[config.mk]
export PLATFORM = sky130hd
export DESIGN_NAME = seq_shift_unit_flat
export DESIGN_NICKNAME = d
export VERILOG_FILES = /design/src/rtl/seq_shift_unit_if.sv /design/src/rtl/seq_shift_unit.sv /design/src/flat_wrapper.sv
export SDC_FILE = /design/constraint.sdc
export NUM_CORES = 1
export LEC_CHECK = 0
export ABC_CLOCK_PERIOD_IN_PS = 2450
export CAP_MARGIN = 20
export CORE_UTILIZATION = 55
export DETAILED_ROUTE_END_ITERATION = 16
export PLACE_DENSITY_LB_ADDON = 0.08
export SYNTH_ARGS = -nofsm -noshare
export SYNTH_HDL_FRONTEND = slang
export SYNTH_SLANG_ARGS = --single-unit
[constraint.sdc]
create_clock -name clk -period 2.45 [get_ports clk]
set_input_delay 0.735 -clock clk [delete_from_list [all_inputs] [get_ports clk]]
set_output_delay 0.735 -clock clk [all_outputs]
set_load 0.02 [all_outputs]
[src/rtl/seq_shift_unit_if.sv]
// ----------------------------------------------------------------------------
// seq_shift_unit_if
//
// Request/response bundle for the multi-cycle shift/rotate unit.
//
// Request side (driven by the issuing stage, master modport):
//   start      - request strobe, only honoured while the unit is idle or done
//   shift_in   - operand (WIDTH bits)
//   shift_val  - shift amount (SHW bits, 0..2^SHW-1)
//   mode       - 00/10 = SRL, 01 = ROL, 11 = illegal
//
// Response side (driven by the unit, slave modport):
//   busy       - operation in progress
//   done       - one-cycle completion pulse
//   err        - completed operation used the illegal mode (valid with done)
//   shift_out  - registered result
//   flag       - registered flags {N, V, Z}; only Z can ever be set
// ----------------------------------------------------------------------------
interface seq_shift_unit_if #(
  parameter int WIDTH = 16,
  parameter int SHW   = 4
);

  logic             start;
  logic [WIDTH-1:0] shift_in;
  logic [SHW-1:0]   shift_val;
  logic [1:0]       mode;

  logic             busy;
  logic             done;
  logic             err;
  logic [WIDTH-1:0] shift_out;
  logic [2:0]       flag;

  modport master (
    output start, shift_in, shift_val, mode,
    input  busy, done, err, shift_out, flag
  );

  modport slave (
    input  start, shift_in, shift_val, mode,
    output busy, done, err, shift_out, flag
  );

endinterface : seq_shift_unit_if

[src/rtl/seq_shift_unit.sv]
// ----------------------------------------------------------------------------
// seq_shift_unit
//
// Multi-cycle shift/rotate unit for the directions the single-cycle barrel
// shifter does not cover: logical shift right (SRL) and rotate left (ROL).
// One bit is shifted per clock; completion is reported by a one-cycle done
// pulse together with a registered result and flags.
//
// Ports:
//   clk    - clock, all state changes on the rising edge
//   rst_n  - asynchronous, active-low reset
//   bus    - seq_shift_unit_if.slave
//              in : start, shift_in, shift_val, mode
//              out: busy, done, err, shift_out, flag
//
// Timing seen from the accepting edge (edge 0):
//   mode 11, shift_val 0 or 1 : done in the cycle right after edge 0
//   shift_val = n >= 2        : busy for n-1 cycles, done in cycle n
// The accepting edge already performs the first shift, so the counter holds
// the number of shifts still outstanding and RUN ends when it reads 1.
// All outputs come straight from flops or from a decode of the state flops.
// ----------------------------------------------------------------------------
module seq_shift_unit #(
  parameter int WIDTH = 16,
  parameter int SHW   = 4
) (
  input  logic            clk,
  input  logic            rst_n,
  seq_shift_unit_if.slave bus
);

  // Flag bit positions, shared with the ALU flag format.
  localparam int FLAG_Z = 0;
  localparam int FLAG_V = 1;
  localparam int FLAG_N = 2;

  // FSM encoding.
  localparam logic [1:0] ST_IDLE = 2'b00;
  localparam logic [1:0] ST_RUN  = 2'b01;
  localparam logic [1:0] ST_DONE = 2'b10;

  // Operation encodings (00 and 10 both select SRL).
  localparam logic [1:0] MODE_ROL = 2'b01;
  localparam logic [1:0] MODE_ILL = 2'b11;

  localparam logic [SHW-1:0]   CNT_ZERO  = {SHW{1'b0}};
  localparam logic [SHW-1:0]   CNT_ONE   = {{(SHW-1){1'b0}}, 1'b1};
  localparam logic [WIDTH-1:0] DATA_ZERO = {WIDTH{1'b0}};

  // One single-bit step of the selected operation.
  function automatic logic [WIDTH-1:0] shift_step(
    input logic [WIDTH-1:0] value,
    input logic [1:0]       op
  );
    logic [WIDTH-1:0] res;
    if (op == MODE_ROL) begin
      res = {value[WIDTH-2:0], value[WIDTH-1]};
    end else begin
      res = {1'b0, value[WIDTH-1:1]};
    end
    return res;
  endfunction

  // Flag vector for a result: zero detect only, V and N are never set here.
  function automatic logic [2:0] flags_of(input logic [WIDTH-1:0] value);
    logic [2:0] f;
    f         = 3'b000;
    f[FLAG_Z] = (value == DATA_ZERO);
    f[FLAG_V] = 1'b0;
    f[FLAG_N] = 1'b0;
    return f;
  endfunction

  // State and datapath flops.
  logic [1:0]       state_q,     state_d;
  logic [WIDTH-1:0] acc_q,       acc_d;
  logic [SHW-1:0]   cnt_q,       cnt_d;
  logic [1:0]       op_q,        op_d;
  logic [WIDTH-1:0] shift_out_q, shift_out_d;
  logic [2:0]       flag_q,      flag_d;
  logic             err_q,       err_d;

  // Shifted values: first step on the incoming operand, later steps on acc.
  logic [WIDTH-1:0] first_step_s;
  logic [WIDTH-1:0] run_step_s;

  assign first_step_s = shift_step(bus.shift_in, bus.mode);
  assign run_step_s   = shift_step(acc_q, op_q);

  // Next-state and datapath update.
  always_comb begin
    state_d     = state_q;
    acc_d       = acc_q;
    cnt_d       = cnt_q;
    op_d        = op_q;
    shift_out_d = shift_out_q;
    flag_d      = flag_q;
    // err is only ever high in the single DONE cycle it belongs to.
    err_d       = 1'b0;

    case (state_q)
      ST_IDLE, ST_DONE: begin
        if (bus.start) begin
          op_d = bus.mode;
          if (bus.mode == MODE_ILL) begin
            // Illegal op: complete immediately with a zero result.
            acc_d       = bus.shift_in;
            cnt_d       = bus.shift_val;
            state_d     = ST_DONE;
            shift_out_d = DATA_ZERO;
            flag_d      = flags_of(DATA_ZERO);
            err_d       = 1'b1;
          end else if (bus.shift_val == CNT_ZERO) begin
            // Shift by zero passes the operand through in one edge.
            acc_d       = bus.shift_in;
            cnt_d       = CNT_ZERO;
            state_d     = ST_DONE;
            shift_out_d = bus.shift_in;
            flag_d      = flags_of(bus.shift_in);
          end else begin
            // First shift happens on the accepting edge itself.
            acc_d = first_step_s;
            cnt_d = bus.shift_val - CNT_ONE;
            if (bus.shift_val == CNT_ONE) begin
              state_d     = ST_DONE;
              shift_out_d = first_step_s;
              flag_d      = flags_of(first_step_s);
            end else begin
              state_d = ST_RUN;
            end
          end
        end else begin
          state_d = ST_IDLE;
        end
      end

      ST_RUN: begin
        // start is ignored here; requests arriving now are simply lost.
        acc_d = run_step_s;
        cnt_d = cnt_q - CNT_ONE;
        if (cnt_q == CNT_ONE) begin
          state_d     = ST_DONE;
          shift_out_d = run_step_s;
          flag_d      = flags_of(run_step_s);
        end else begin
          state_d = ST_RUN;
        end
      end

      default: begin
        state_d = ST_IDLE;
      end
    endcase
  end

  // Register bank with asynchronous reset.
  always_ff @(posedge clk or negedge rst_n) begin
    if (!rst_n) begin
      state_q     <= ST_IDLE;
      acc_q       <= DATA_ZERO;
      cnt_q       <= CNT_ZERO;
      op_q        <= 2'b00;
      shift_out_q <= DATA_ZERO;
      flag_q      <= 3'b000;
      err_q       <= 1'b0;
    end else begin
      state_q     <= state_d;
      acc_q       <= acc_d;
      cnt_q       <= cnt_d;
      op_q        <= op_d;
      shift_out_q <= shift_out_d;
      flag_q      <= flag_d;
      err_q       <= err_d;
    end
  end

  // Status outputs are decodes of the state flops only.
  assign bus.busy      = (state_q == ST_RUN);
  assign bus.done      = (state_q == ST_DONE);
  assign bus.err       = err_q;
  assign bus.shift_out = shift_out_q;
  assign bus.flag      = flag_q;

endmodule : seq_shift_unit

[src/flat_wrapper.sv]
// flat-port wrapper written by rule: the top's interface ports become plain ports
module seq_shift_unit_flat 
#(
  parameter int WIDTH = 16,
  parameter int SHW   = 4
)
  (clk, rst_n, bus_start, bus_shift_in, bus_shift_val, bus_mode, bus_busy, bus_done, bus_err, bus_shift_out, bus_flag);
  seq_shift_unit_if #(.WIDTH(WIDTH), .SHW(SHW)) bus_i ();
  input  logic clk;
  input  logic rst_n;
  input wire logic [$bits(bus_i.start)-1:0] bus_start;
  input wire logic [$bits(bus_i.shift_in)-1:0] bus_shift_in;
  input wire logic [$bits(bus_i.shift_val)-1:0] bus_shift_val;
  input wire logic [$bits(bus_i.mode)-1:0] bus_mode;
  output wire logic [$bits(bus_i.busy)-1:0] bus_busy;
  output wire logic [$bits(bus_i.done)-1:0] bus_done;
  output wire logic [$bits(bus_i.err)-1:0] bus_err;
  output wire logic [$bits(bus_i.shift_out)-1:0] bus_shift_out;
  output wire logic [$bits(bus_i.flag)-1:0] bus_flag;
  assign bus_i.start = bus_start;
  assign bus_i.shift_in = bus_shift_in;
  assign bus_i.shift_val = bus_shift_val;
  assign bus_i.mode = bus_mode;
  assign bus_busy = bus_i.busy;
  assign bus_done = bus_i.done;
  assign bus_err = bus_i.err;
  assign bus_shift_out = bus_i.shift_out;
  assign bus_flag = bus_i.flag;
  seq_shift_unit #(.WIDTH(WIDTH), .SHW(SHW)) u_core (.clk(clk), .rst_n(rst_n), .bus(bus_i));
endmodule
# --- Word level (Yosys, flattened, before mapping) ---
# Index checks and enable logic that the tools add are counted.
word_totals:
  regBits: 44
  inputBits: 25
  output_inout_bits: 22
  word_cells: 60
op_classes:
  n_addsub: 2
  eq_ne: 10
  n_mux: 31
  n_reduce_logical: 10
ops:
  columns: ["cell", "n"]
  rows:
  - ["$mux 16", 10]
  - ["$pmux 16 s2", 2]
  - ["$logic_not 16->1", 3]
  - ["$mux 3", 5]
  - ["$mux 4", 3]
  - ["$mux 2", 5]
  - ["$eq 4x1->1 const B", 2]
  - ["$pmux 4 s2", 1]
  - ["$sub 4x1->4 const B", 2]
  - ["$eq 2x1->1 const B", 3]
  - ["$pmux 3 s2", 1]
  - ["$eq 2x2->1 const B", 2]
  - ["$logic_not 4->1", 1]
  - ["$ne 4x1->1 const B", 1]
  - ["$pmux 2 s2", 1]
  - ["$reduce_and 2->1", 2]
  - ["$reduce_and 4->1", 1]
  - ["$mux 1", 3]
  - ["$logic_not 2->1", 1]
  - ["$ne 2x1->1 const B", 1]
  - ["$ne 2x2->1 const B", 1]
  - ["$reduce_bool 2->1", 1]
  - ["$reduce_or 2->1", 1]

# --- Depth between registers and ports, before layout ---
# Gate-level depths: netlist of the first run.
depth:
  depth_word: 8
  ltp_mapped: 7
  ltp_nobuf: 7

# --- Worst setup path before layout of the first run ---
# Ideal clock, no wire load.
synth_path:
  kind: "in2reg"
  startpoint: "input bus_shift_val[3]"
  endpoint: "register u_core.acc_q[10]"
  setup_time_ns: 0.124
  t_arrival_ns: 1.916
  t_required_ns: 2.326
  setup_slack_ns: 0.410
  stages: 7
  path_buffers: 2
  path_cell_list: "or4_4 buf_6 buf_6 nor2_1 a211oi_1 a211oi_1 nor2_1"
synth_between:
  elab_chain_len: 5
synth_lines:
  columns: ["element", "line", "text"]
  rows:
  - ["from (decl)", "flat_wrapper.sv:13", "input wire logic [$bits(bus_i.shift_val)-1:0] bus_shift_val;"]
  - ["$logic_not 4->1", "seq_shift_unit.sv:113", "end else if (bus.shift_val == CNT_ZERO) begin"]
  - ["$mux 16", "seq_shift_unit.sv:113", null]
  - ["$mux 16", "seq_shift_unit.sv:105", "if (bus.mode == MODE_ILL) begin"]
  - ["$mux 16", "seq_shift_unit.sv:103", "if (bus.start) begin"]
  - ["$pmux 16 s2", "seq_shift_unit.sv:101", "case (state_q)"]
  - ["to (signal assigned)", "seq_shift_unit.sv:160", "acc_q <= DATA_ZERO;"]
  - ["to (signal assigned)", "seq_shift_unit.sv:168", "acc_q <= acc_d;"]
  - ["to (decl)", "seq_shift_unit.sv:76", "logic [WIDTH-1:0] acc_q, acc_d;"]
# No other way between the ends. The select of a mux whose other input is x is not followed.
# A chain may end at the register's enable or synchronous reset.

# --- Worst setup path in the final report of the first run ---
layout_path:
  startpoint: "input bus_shift_val[3]"
  endpoint: "register u_core.acc_q[14]"
# Same word-level chain as after synthesis.

==> metrics.txt, run 1 <==
status completed; clock share of power 16.6%; register area share after synthesis about 40%; die extent in y roughly 72 um; CTS tree yes; Final nets approximately 420; Max Slew Vio Count 0; # Max-Cap Violations 0; PwrDens approximately 1200 nW/um^2; Int Power about 2.3 mW; H-tree depth 2; Psw ~1.7 mW; global-route wire length before repair 11700 um; CTS Buf Count 5; RR Endpoint u_core.bus.shift_out[14]$_DFFE_PN0P_; total grt overflow 0; final hold vios 0; row count 24; FF-to-FF Start u_core.state_q[1]$_DFF_PN0_; DRT iter0 DRCs about 250; number of synthesis warnings 0; VDD IR-drop max 480 uV; CP Capture Type flip-flop; Critical Path AT around 2.5 ns; Synth Instances ~340; Skew-Pair Late Insertion Delay ~0.3 ns; fin util between 70 and 80%; Antenna Nets Post-Route 0; Hold Buf Count CTS 0; Unique masters post-synth 42; DRC 0; Die W approximately 70 um; reg-to-reg slack, setup 0.73 ns; final wirelength 6870 um; Synth area leaders dfrtp_1, a211oi_1, nand2_1, o21ai_0, nor2_1; HP Class in -> async; vias 2722; Register-to-Register Path Depth 6; most common cell after layout, fill and taps aside nand2_1; sequential power share between 30% and 40%; required time of the worst setup path 2.62 ns; maximum fanout along the worst path 17; mapped cell area 2670 sq um; post_cts resized 0; clk buf depth 2; Rel. slew slack roughly 61%; Yosys top cell by area dfrtp_1; routed len/inst approximately 16 um; Pleak roughly 1.4 nW; clk root buf clkbuf_8; Core Region ~4500 sq um; number of buffers added on ports between 40 and 50; Synth Register Bits 42; Final min period approximately 2.4 ns; slowest CP cell or4_4; die area slightly above 5000 sq um; Synth top area share between 30 and 40%; largest net degree at the start of global routing between 40 and 50; most frequent cells in the layout nand2_1, clkdlybuf4s50_1, dfrtp_1; Max Fclk 0.422 GHz; clk sinks 42; RD Place Congestion between 0.8 and 0.9; period utilization about 97%; Startpoint Class primary input; Boundary Pins 47; Setup Buffers After CTS 0; HPWL Detailed between 4000 and 5000 um; Syn-to-layout area delta 28.0%; number of vias per cell approximately 6; Reg clk slew, reported paths approximately 0.080 ns; Initial Util ~59%; EDFF count, synth 0; ys flop type dfrtp_1; combinational share of power just over 50%; syn_area_per_cell around 7.8 sq um; Global Route Usage Sum ~29%; CP cell instances clkdlybuf4s50_1 -> or4_4 -> o22a_1 -> a21oi_1 -> a211oi_1; critical path class in -> reg; initial antenna violation count 0; vias in the first global route 2504; TritonRoute pass-1 iters 6; ys async rst share 100%; total power 3.97 mW; clock skew approximately 0.0055 ns; final setup fails 0; switching fraction of total power 42.9%; final hold slack around 0.4 ns; fraction of layout cells with a size suffix above 1 a little under an eighth; max incr delay on CP 0.69 ns; ant diodes 0; Worst-Margin Slew slightly below 0.6 ns
==> Yosys cell counts, drive strengths merged, types with 2 or more instances <==
cell / count
o22ai: 2
o21bai: 14
nor2b: 3
ha: 2
a211oi: 31
a21oi: 7
inv: 5
or4: 4
nand2b: 4
o21ai: 48
nor3: 19
nand2: 54
clkbuf: 19
a31oi: 3
dfrtp: 42
nor2: 39
o31ai: 4
nand3: 13
buf: 9
nor4: 5
==> worst max-delay path, delay by kind of cell <==
family	cells	cell delay [ns]
buffers and inverters	1	0.48
and+or+nand+nor	1	0.69
AOI/OAI and AO/OA	3	0.62
==> routing by layer <==
metal / up-vias / share of wire (%) / wire [um] / global-route usage, %
li1: 1322 / - / - / -
met1: 1253 / 45 / 3130 / 43.8
met2: 133 / 46 / 3140 / 43.1
met3: 14 / 7.1 / 489 / 3.94
met4: 0 / 1.7 / 116 / 9.80
met5: - / 0 / 0 / 0
==> power groups by stage <==
stage,Combinational [mW],Clock (mW),Sequential (mW)
after global placement,1.92,0,1.29
after floorplan,1.10,0,1.41
after CTS,1.99,0.663,1.29
after global routing,2.23,0.689,1.33
after detailed placement,1.97,0,1.30
final,2.01,0.657,1.30
==> area by class of cell <==
cell class                 instances  area [sq um]
multi-input combinational        267          1480
timing repair buffer              69           661
inverter                           5          18.8
sequential                        42          1050
fill                             354          1090
clock inverter                     3          68.8
tap                               52          65.1
clock buffer                       5          68.8
==> registers in the layout, indices dropped and copies added (netlist names) <==
register,cells
u_core.acc_q,16
u_core.bus.shift_out,16
u_core.cnt_q,4
u_core.op_q,2
u_core.state_q,2
u_core.bus.err,1
u_core.bus.flag,1
==> worst max-delay path by stage <==
stage	endpoint	slack (ns)	cells past startpoint	start
2_1_floorplan	u_core.acc_q[10]$_DFFE_PN0P_	0.41	7	bus_shift_val[3]
3_3_place_gp	u_core.acc_q[14]$_DFFE_PN0P_	-0.20	5	bus_shift_val[3]
3_5_place_dp	u_core.bus.shift_out[4]$_DFFE_PN0P_	-0.23	7	bus_shift_val[3]
4_1_cts	u_core.bus.shift_out[4]$_DFFE_PN0P_	0.05	7	bus_shift_val[3]
5_1_grt	u_core.bus.shift_out[4]$_DFFE_PN0P_	-0.01	7	bus_shift_val[3]
6_report	u_core.acc_q[14]$_DFFE_PN0P_	0.08	5	bus_shift_val[3]
==> per-stage QoR <==
stage	setup TNS [ns]	area, sq um	instances	worst slack (ns)
global route	-0.0123	3420	443	-0.0123
finish	0	3420	443	0.0787
floorplan	0	2670	342	0.410
global placement	-3.63	3260	435	-0.200
CTS	0	3400	443	0.0504
detailed placement	-4.64	3260	435	-0.231
==> cells by family (layout without fill, tap and decap cells) <==
kind of cell	count (synthesis)	in the layout	synth area share, %
AND/OR/NAND/NOR	145	145	25.4
AO/OA/AOI/OAI	116	116	27.6
adder cells (fa/ha/maj)	2	2	0.938
buffers and inverters	33	82	5.91
other	1	2	0.141
XOR/XNOR	2	2	0.657
flip-flops	42	42	39.4
Note: power is estimated with default switching activity, not from simulation.
==> run 2: changes to the inputs <==
--- a/config.mk
+++ b/config.mk
@@ -7,7 +7,7 @@
 export LEC_CHECK = 0
 export ABC_CLOCK_PERIOD_IN_PS = 2450
 export CAP_MARGIN = 20
-export CORE_UTILIZATION = 55
+export CORE_UTILIZATION = 54
 export DETAILED_ROUTE_END_ITERATION = 16
 export PLACE_DENSITY_LB_ADDON = 0.08
 export SYNTH_ARGS = -nofsm -noshare
==> metrics.txt, run 2 (synthesis gave the netlist of run 1 again) <==
Psw 1.70 mW; dpl cell area ~3300 sq um; initial antenna violation count 0; vias in the first global route around 2400; PwrDens roughly 1100 nW/um^2; total grt overflow 0; cell mode on critical path o21ai_0; final wirelength ~7000 um; # Max-Cap Violations 0; die area roughly 5200 sq um; Global Route Usage Sum slightly below 30%; clk root buf clkbuf_8; unrepaired setup endpoints after global routing false; CTS tree yes; final instance area between 3000 and 4000 sq um; number of vias per cell 6.00; H-tree depth 2; CP cell instances clkdlybuf4s50_1 -> or4_4 -> nor2_1 -> a211oi_2 -> o21ai_0 -> o21ai_0; TritonRoute pass-1 iters 5; CP bufs+invs 1; max incr delay on CP about 0.70 ns; final hold vios 0; die extent in y 72.3 um; status completed; Startpoint Class primary input; Syn-to-layout area delta 27.6%; row count 25; Antenna Nets Post-Route 0; routed len/inst 15.3 um; most common cell after layout, fill and taps aside nand2_1; VDD IR-drop max 502 uV; RD Place Congestion ~0.85; Final nets roughly 420; DRT iter0 DRCs 335; Pleak between 1 and 1.5 nW; Int Power roughly 2.2 mW; most frequent cells in the layout nand2_1, clkdlybuf4s50_1, dfrtp_1; Seq. cell area between 1000 and 1500 sq um; number of buffers added on ports 44; period utilization a little over nine tenths; Reg clk slew, reported paths around 0.070 ns; clock skew approximately 0.0097 ns; Skew-Pair Late Insertion Delay 0.30 ns; area of the multi-input gates between 1000 and 1500 sq um; Core Region approximately 4700 sq um; Setup Buffers After CTS 0; CP top delay family simple AND/OR/NAND/NOR gates; clock share of power between 10% and 20%; Hold Buf Count CTS 0; maximum fanout along the worst path 17; final setup fails 0; Die W roughly 72 um; ant diodes 0; setup slack at placement -0.281 ns; Boundary Pins between 40 and 50; post_cts resized 0; largest net degree at the start of global routing 43; number of fill cells in the layout 380; CTS Buf Count 5; global-route wire length before repair between 10000 and 15000 um; vias 2735; critical path class in -> reg; Initial Util 56.5%; combinational share of power a little over half; HPWL Detailed approximately 5000 um; sequential power share 33.5%; fraction of layout cells with a size suffix above 1 between 10% and 20%; CP Capture Type flip-flop; required time of the worst setup path ~2.6 ns; Rel. slew slack between 60% and 70%; Max Fclk 0.417 GHz; HP Class reg -> reg; switching fraction of total power 43.9%; DRC 0; Final min period 2.40 ns; clk buf depth 2; Max Slew Vio Count 0; clk sinks 42; Worst-Margin Slew 0.561 ns; post-route worst setup slack 0.0494 ns; Critical Path AT around 2.6 ns; slowest CP cell or4_4
## run 2: per-stage QoR
step	util [%]	setup TNS, ns	std cells	hold WS [ns]	power (mW)
5_1_grt	72.1	0	456	0.507	4.18
4_1_cts	71.4	0	456	0.488	3.85
3_5_place_dp	69.1	-4.90	449	0.475	3.28
2_1_floorplan	-	0	342	0.439	2.51
3_3_place_gp	69.1	-3.59	449	0.461	3.23
6_report	72.1	0	456	0.483	3.87
## run 2: per-layer routing
metal	vias up	global-route usage [%]	wire length [um]
met5	-	0	0
met4	0	8.71	119
li1	1321	-	-
met3	11	4.72	449
met1	1274	45.5	3330
met2	129	42.8	3090
## run 2: area by class of cell
type | count | area share (%)
Clock buffer | 6 | 2.43
Clock inverter | 1 | 0.882
Inverter | 5 | 0.551
Multi-Input combinational cell | 267 | 44.0
Sequential cell | 42 | 30.9
Tap cell | 67 | 2.46
Timing Repair Buffer | 68 | 18.8
## run 2: worst reg2reg max path, delay by kind of cell (launching register included)
family          cells  cell delay, ns
buf+inv             3            0.56
simple gates        1            0.20
compound gates      2            0.50
flops               1            0.41
## run 2: worst paths after layout
| check | to | from | slack, ns | cells past startpoint |
|---|---|---|---|---|
| worst min register to register | u_core.bus.shift_out[8]$_DFFE_PN0P_ | u_core.bus.shift_out[8]$_DFFE_PN0P_ | 0.48 | 2 |
| min in group asynchronous | u_core.state_q[1]$_DFF_PN0_ | rst_n | 0.50 | 2 |
| worst min-delay path | u_core.bus.shift_out[8]$_DFFE_PN0P_ | u_core.bus.shift_out[8]$_DFFE_PN0P_ | 0.48 | 2 |
| max in group asynchronous | u_core.bus.shift_out[8]$_DFFE_PN0P_ | rst_n | 1.59 | 2 |
| worst max register to register | u_core.bus.shift_out[4]$_DFFE_PN0P_ | u_core.state_q[0]$_DFF_PN0_ | 0.66 | 6 |
| worst max-delay path | u_core.bus.shift_out[6]$_DFFE_PN0P_ | bus_shift_val[1] | 0.05 | 6 |
## run 2: power groups by stage
stage	registers [mW]	logic (mW)	clock network, mW
5_1_grt	1.34	2.24	0.594
3_5_place_dp	1.31	1.97	0
6_report	1.30	2.01	0.562
2_1_floorplan	1.41	1.10	0
3_3_place_gp	1.29	1.93	0
4_1_cts	1.29	1.99	0.564
==> run 3: changes to the inputs <==
--- a/config.mk
+++ b/config.mk
@@ -6,7 +6,6 @@
 export NUM_CORES = 1
 export LEC_CHECK = 0
 export ABC_CLOCK_PERIOD_IN_PS = 2450
-export CAP_MARGIN = 20
 export CORE_UTILIZATION = 54
 export DETAILED_ROUTE_END_ITERATION = 16
 export PLACE_DENSITY_LB_ADDON = 0.08
==> results of run 3 <==
Same layout as run 2: the final DEF is identical, and so are final timing and power.
